## config.mk

```make
export PLATFORM = sky130hd
export DESIGN_NAME = screen_overlay_ctrl
export DESIGN_NICKNAME = d
export VERILOG_FILES = /design/src/rtl/screen_pkg.sv /design/src/rtl/frame_tick_gen.sv /design/src/rtl/screen_overlay_ctrl.sv
export SDC_FILE = /design/constraint.sdc
export NUM_CORES = 1
export LEC_CHECK = 0
export BUFFER_PORTS_ARGS = -buffer_cell sky130_fd_sc_hd__buf_2
export CAP_MARGIN = 20
export CORE_ASPECT_RATIO = 0.5
export CORE_UTILIZATION = 40
export DETAILED_ROUTE_END_ITERATION = 7
export GPL_TIMING_DRIVEN = 0
export PLACE_DENSITY = 0.7
export SETUP_SLACK_MARGIN = 0.5
export SYNTH_ARGS = -nofsm -noshare
export SYNTH_HDL_FRONTEND = slang
export SYNTH_HIERARCHICAL = 1
export SYNTH_SLANG_ARGS = --single-unit
```

## constraint.sdc

```tcl
create_clock -name vga_clk -period 2.3 [get_ports vga_clk]
set_clock_uncertainty 0.05 [all_clocks]
set_input_delay 0.23 -clock vga_clk [delete_from_list [all_inputs] [get_ports vga_clk]]
set_output_delay 0.23 -clock vga_clk [all_outputs]
set_load 0.05 [all_outputs]
```

## src/rtl/screen_pkg.sv

```systemverilog
// screen_pkg: shared match-state, overlay and colour types for the overlay screens
package screen_pkg;
  typedef enum logic [1:0] {PLAY, P1_WIN, P2_WIN, RESTART} match_state_t;
  typedef enum logic [1:0] {OVL_NONE, OVL_P1, OVL_P2} overlay_t;
  typedef struct packed {logic [3:0] r, g, b;} rgb12_t;
  localparam rgb12_t RGB_BLACK = '0;
endpackage

```

## src/rtl/frame_tick_gen.sv

```systemverilog
// frame_tick_gen: one-shot pulse on entering (0,0) plus blank delayed two cycles to meet the colour pipeline
module frame_tick_gen
  import screen_pkg::*;
(
  input  logic       clk,
  input  logic       rst,
  input  logic [9:0] DrawX,
  input  logic [9:0] DrawY,
  input  logic       blank,
  output logic       frame_tick,
  output logic       blank_d
);
  logic       at_origin, at_origin_q;
  logic [1:0] blank_q;
  assign at_origin  = DrawX == '0 && DrawY == '0;
  assign frame_tick = at_origin && !at_origin_q;
  assign blank_d    = blank_q[1];
  always_ff @(posedge clk) begin
    at_origin_q <= rst ? 1'b0 : at_origin;
    blank_q     <= rst ? 2'b00 : {blank_q[0], blank};
  end
endmodule

```

## src/rtl/screen_overlay_ctrl.sv

```systemverilog
// screen_overlay_ctrl: score/win/restart flow with frame-aligned overlay muxing; SCREEN_OVERLAY_TRANSPARENT_EN lets KEY_RGB overlay pixels show the game
module screen_overlay_ctrl
  import screen_pkg::*;
#(
  parameter int          WIN_SCORE   = 3,
  parameter int          HOLD_FRAMES = 180,
  parameter logic [11:0] KEY_RGB     = 12'h000,
  localparam int         SW          = $clog2(WIN_SCORE + 1)
) (
  input  logic          vga_clk,
  input  logic          reset,
  input  logic [9:0]    DrawX,
  input  logic [9:0]    DrawY,
  input  logic          blank,
  input  logic          p1_hit,
  input  logic          p2_hit,
  input  logic          restart_btn,
  input  logic [3:0]    game_r,
  input  logic [3:0]    game_g,
  input  logic [3:0]    game_b,
  input  logic [3:0]    p1w_r,
  input  logic [3:0]    p1w_g,
  input  logic [3:0]    p1w_b,
  input  logic [3:0]    p2w_r,
  input  logic [3:0]    p2w_g,
  input  logic [3:0]    p2w_b,
  output logic [3:0]    red,
  output logic [3:0]    green,
  output logic [3:0]    blue,
  output logic [SW-1:0] p1_score,
  output logic [SW-1:0] p2_score,
  output logic          game_freeze,
  output logic          game_restart
);
`ifdef SCREEN_OVERLAY_TRANSPARENT_EN
  localparam bit TRANSPARENT = 1'b1;
`else
  localparam bit TRANSPARENT = 1'b0;
`endif
  localparam int HW = $clog2(HOLD_FRAMES + 1);
  match_state_t  state, state_n;
  overlay_t      overlay_q;
  logic [HW-1:0] hold_cnt;
  logic          frame_tick, blank_d, btn_q, in_win, p1_only, p2_only, restart_ok;
  rgb12_t        game, p1w, p2w, sel, pix;
  frame_tick_gen u_tick (
    .clk       (vga_clk),
    .rst       (reset),
    .DrawX     (DrawX),
    .DrawY     (DrawY),
    .blank     (blank),
    .frame_tick(frame_tick),
    .blank_d   (blank_d)
  );
  assign game       = {game_r, game_g, game_b};
  assign p1w        = {p1w_r, p1w_g, p1w_b};
  assign p2w        = {p2w_r, p2w_g, p2w_b};
  assign in_win     = state == P1_WIN || state == P2_WIN;
  assign p1_only    = state == PLAY && p1_hit && !p2_hit;
  assign p2_only    = state == PLAY && p2_hit && !p1_hit;
  assign restart_ok = restart_btn && !btn_q && hold_cnt == HW'(HOLD_FRAMES);
  always_ff @(posedge vga_clk)
    state <= reset ? PLAY : state_n;
  always_comb begin
    state_n = state == PLAY    ? (p1_only && p1_score == SW'(WIN_SCORE - 1) ? P1_WIN :
                                  p2_only && p2_score == SW'(WIN_SCORE - 1) ? P2_WIN : PLAY) :
              state == RESTART ? (frame_tick ? PLAY : RESTART) :
              restart_ok       ? RESTART : state;
  end
  always_comb begin
    game_freeze  = state != PLAY;
    game_restart = state == RESTART && frame_tick && !reset;
  end
  always_ff @(posedge vga_clk) begin
    if (reset || game_restart) begin
      p1_score <= '0;
      p2_score <= '0;
    end else begin
      if (p1_only && p1_score != SW'(WIN_SCORE)) p1_score <= p1_score + 1'b1;
      if (p2_only && p2_score != SW'(WIN_SCORE)) p2_score <= p2_score + 1'b1;
    end
  end
  always_ff @(posedge vga_clk) begin
    btn_q     <= reset ? 1'b0 : restart_btn;
    hold_cnt  <= (reset || !in_win) ? '0 :
                 (frame_tick && hold_cnt != HW'(HOLD_FRAMES)) ? hold_cnt + 1'b1 : hold_cnt;
    overlay_q <= reset ? OVL_NONE :
                 !frame_tick ? overlay_q :
                 state == P1_WIN ? OVL_P1 : state == P2_WIN ? OVL_P2 : OVL_NONE;
  end
  always_comb begin
    sel = overlay_q == OVL_P1 ? p1w : overlay_q == OVL_P2 ? p2w : game;
    pix = !blank_d ? RGB_BLACK :
          (TRANSPARENT && overlay_q != OVL_NONE && sel == KEY_RGB) ? game : sel;
  end
  always_ff @(posedge vga_clk)
    {red, green, blue} <= reset ? RGB_BLACK : pix;
endmodule
```

After elaboration in Yosys (flattened, before gate mapping)

Cells that the tools add are included.

Reductions and logical operators: 30
Eq/ne operators: 11
Add/subtract/negate cells: 3
Bitwise logic cells: 1
Muxes and demuxes: 10

Operators with widths:

| operator                                            | number |
|---|---|
| two-way mux 12 bit                                  | 2 |
| logical NOT 10 bit                                  | 2 |
| two-way mux 2 bit                                   | 8 |
| logical AND 1 bit                                   | 15 |
| equality test 2 bit, second input constant          | 5 |
| adder 8 x 1 -> 8 bit, second input constant         | 1 |
| equality test 8 bit, second input constant          | 1 |
| inequality test 8 bit, second input constant        | 1 |
| logical NOT 1 bit                                   | 6 |
| adder 2 x 1 -> 2 bit, second input constant         | 2 |
| equality test 2 x 1 -> 1 bit, second input constant | 2 |
| inequality test 2 bit, second input constant        | 2 |
| logical OR 1 bit                                    | 3 |
| nonzero test 3 bit                                  | 1 |
| logical NOT 2 bit                                   | 1 |
| nonzero test 2 bit                                  | 1 |
| OR reduction 2 bit                                  | 1 |
| inverter 1 bit                                      | 1 |

Output and inout bits: 18
Bits in registers: 32

Depth between registers and ports, before layout

Depth after elaboration: 7
Mapped depth: 7
Depth with buffers taken out: 6

By module

Netlist, hierarchy kept.

Modules (own cells, without submodules):

| module              | cells each | times used | area an instance (um^2) | seq. area each (um^2) |
|---|---|---|---|---|
| screen_overlay_ctrl | 165        | 1          | 1579.0                  | 580.6 |
| frame_tick_gen      | 13         | 1          | 125.1                   | 60.1 |

Worst setup path before layout

Ideal clock, no wire load.

Path type: in2out
Start point: in DrawY[2]
End point: out game_restart
Stages on the path: 5
Path slack: 0.211 ns
Arrival time: 1.809 ns
Path buffers: 1
Required time: 2.020 ns
Cell sequence: or4_4 > nor3_1 > buf_6 > nand2_1 > nor2_1

Word-level cells in the longest chain between the ends: 5

Ends and longest elaborated chain:

| element                        | line                      | RTL |
|---|---|---|
| start: declaration             | screen_overlay_ctrl.sv:13 | `input logic [9:0] DrawY,` |
| logical NOT 10 bit             | frame_tick_gen.sv:15      | `assign at_origin = DrawX == '0 && DrawY == '0;` |
| logical AND 1 bit              | frame_tick_gen.sv:15      |  |
| logical AND 1 bit              | frame_tick_gen.sv:16      | `assign frame_tick = at_origin && !at_origin_q;` |
| via frame_tick                 | screen_overlay_ctrl.sv:44 | `logic frame_tick, blank_d, btn_q, in_win, p1_only, p2_only, restart_ok;` |
| logical AND 1 bit (2 in a row) | screen_overlay_ctrl.sv:72 | `game_restart = state == RESTART && frame_tick && !reset;` |
| end: declaration               | screen_overlay_ctrl.sv:33 | `output logic game_restart` |

The timed path passes the listed nets, and every way through them passes these cells.

Worst setup path in the final report

Start point: in DrawY[7]
End point: out game_restart

Same word-level chain as after synthesis.

==> impl_metrics.ini <==
[power]
power.leakage_uw = 0.000987
design_power_total_uw = 1380
p_sw_share_pct = 31.4
p_seq_share_pct = 43.9
intPower_uw = 948
switching_power_uw = 433
p_comb_share_pct = 23.7
power_density_nw_per_um2 = 595
p_clk_share_pct = 32.4
vdd_drop_max_mv = 0.367

[clocking]
cts_root_buf = clkbuf_8
clk_path_buf_depth = 2
cts_buffers = 5
tritoncts = built
htreeDepth = 2
hold_buffers = 0
clock_latency_ns = 0.28
clk_pin_slew_ns = 0.07
clkSinkCount = 32

[placement]
portBuffers = 79
dp_hpwl_um = 3030
place_ws_ns = 0.295
routabilityCongestion = 0.742

[drt]
vias_per_cell = 5.12
drt-total-wl_um = 4100
wl_per_cell_um = 12.8
drt_iter0_drc = 35
antenna_left = 0
first_pass_iters = 4
num_vias = 1638
drc = 0

[final_layout]
layout.cells.most_common_list = 78 x buf_2, 32 x dfxtp_1, 26 x a211oi_1, 16 x mux2i_1, 16 x nor2b_1
drive_above_1_share_pct = 40.6
area_delta_synth_final_pct = 36.3
fillers = 366
final_common_cell = buf_2
diodes = 0
nNetsFinal = 337

[logic_synthesis]
yosysTopAreaCellShare_pct = 37.6
syn_area_um2 = 1700
yosys-top-cells-area = dfxtp_1 38%, a211oi_1 11%, mux2i_1 9.4%
ys_seq_elements = 32
yosysSeqAreaShare_pct = 37.6
synth_top_area_cell = dfxtp_1
yosysWarnings = 6
syn_nets = 250
synth_cells = 178
syn_area_per_cell_um2 = 9.57
synth_cell_types = 35

[setup_path]
worstPathArrival_ns = 1.51
crit_required_ns = 2.02
critical_path_class = primary input to output pin
cp_max_fo = 7
critPathLaunchType = primary input
endpoint_kind = output pin

[timing]
timing.final.crit_share_pct = 77.8
timing.final.hold_violations = 0
max_freq_mhz = 559
rsz0062_at_grt = yes
layout_setup_ws_ns = 0.510
worstMarginPinSlew_ns = 0.475
fin_setup_tns_ns = 0
max_slew_margin_pct = 68.4
setup_viol = 0
timing.final.crit_period_ns = 1.79
finalMaxSlewViolations = 0

[global_route]
track_usage_pct = 17.6
antenna_found_initial = 0
grt_overflow = 0
grt_pass1_vias = 1354
grt_max_degree = 11
grt_pass1_wl_um = 5860

[floorplan]
rows = 16
die_w_um = 94.3
coreArea_um2 = 3980
die-height_um = 48.2
start_util_pct = 42.8
die-area_um2 = 4540
io_pins = 80

[hold_path]
min_path_type = primary input to register

[flow_run]
drv_cap = 0

[outcome]
status = complete, no violations
[per-layer routing]
layer	global-route usage (%)	vias to the layer above	part of all wire, %
li1	-	826	-
met1	20.5	751	45
met2	31.0	54	46
met3	5.45	7	6.9
met4	9.23	0	1.6
met5	0	-	0
[power groups by stage]
stage          clock network, uW  logic, uW  registers [uW]
6_report                     448        327             606
2_1_floorplan                  0        165             669
5_1_grt                      490        361             610
4_1_cts                      466        325             605
3_5_place_dp                   0        323             618
3_3_place_gp                   0        316             616
[cell usage after synthesis]
cell type  count
a211o_1        1
nor2_1         8
xnor2_1        2
or3_2          1
nand2b_1       3
nand2_1        8
nand4b_1       3
ha_1          10
nand3_2        1
and4bb_2       2
buf_2          1
o21ai_0        2
a221oi_1       2
a21boi_2       1
nor4_1         4
dfxtp_1       32
o31ai_1        1
nor3_1         5
and4b_1        1
mux2i_1       16
or4_4          1
buf_6          3
nor2b_1       16
or4_1          1
nand4_2        1
inv_1          8
xor2_1         1
and3b_2        1
a211oi_1      26
nand3_1        1
a21oi_1        6
buf_4          2
or3_1          1
nand4_1        2
clkbuf_1       4
[area by class of cell]
type | instances | area (um^2) | share of cell area, %
tap | 54 | 67.6 | 2.91
inverter | 8 | 30.0 | 1.29
sequential | 32 | 641 | 27.6
buffer | 10 | 68.8 | 2.96
multi-input combinational | 128 | 1000 | 43.2
clock inverter | 2 | 10.0 | 0.431
clock buffer | 6 | 82.6 | 3.56
timing repair buffer | 80 | 419 | 18.0
[critical path, cell delays in order]
cell	delay [ns]
buf_6	0.09
or4_4	0.53
nor3_2	0.18
buf_6	0.15
nand2_4	0.06
nor2_4	0.11
buf_8	0.15
[logic make-up (layout without fill, tap and decap cells)]
kind of cell / after synthesis / in the layout / share of synthesized area (%)
AO/OA/AOI/OAI: 39 / 39 / 16.4
buffers and inverters: 18 / 106 / 5.80
adder cells (fa/ha/maj): 10 / 10 / 7.34
AND/OR/NAND/NOR: 60 / 60 / 21.9
XOR/XNOR: 3 / 3 / 1.54
flip-flops: 32 / 32 / 37.6
multiplexers: 16 / 16 / 9.40
[through the flow]
step                      instances  area, um^2  utilization [%]  hold slack (ns)
after floorplan                 178        1720                -            0.252
after global placement          311        2180             54.7            0.379
after detailed placement        311        2180             54.7            0.390
after CTS                       319        2280             57.3           0.0879
after global routing            320        2320             58.3           0.0861
final                           320        2320             58.3           0.0959
[path summary, 6_finish.rpt]
check / from / end / cells after the start / slack, ns
max: DrawY[7] / game_restart / 7 / 0.51
min: reset / u_tick/blank_q[0] / 2 / 0.1
max reg2reg: u_tick/at_origin_q / hold_cnt[7] / 5 / 0.82
min reg2reg: u_tick/blank_q[0] / u_tick/blank_q[1] / 1 / 0.40
[repair_timing]
item / in CTS / in global routing
gates resized for setup: 3 / 6
endpoints found under the setup margin: 1 / 3
buffers inserted: 0 / 1
pin swaps: 1 / 4
[state kept, by name, indices dropped and copies added, names as in the netlist]
signal	flops
blue	4
btn_q	1
green	4
hold_cnt	8
overlay_q	2
p1_score	2
p2_score	2
red	4
state	2
u_tick/at_origin_q	1
u_tick/blank_q	2
Note: power is estimated with default switching activity, not from simulation.
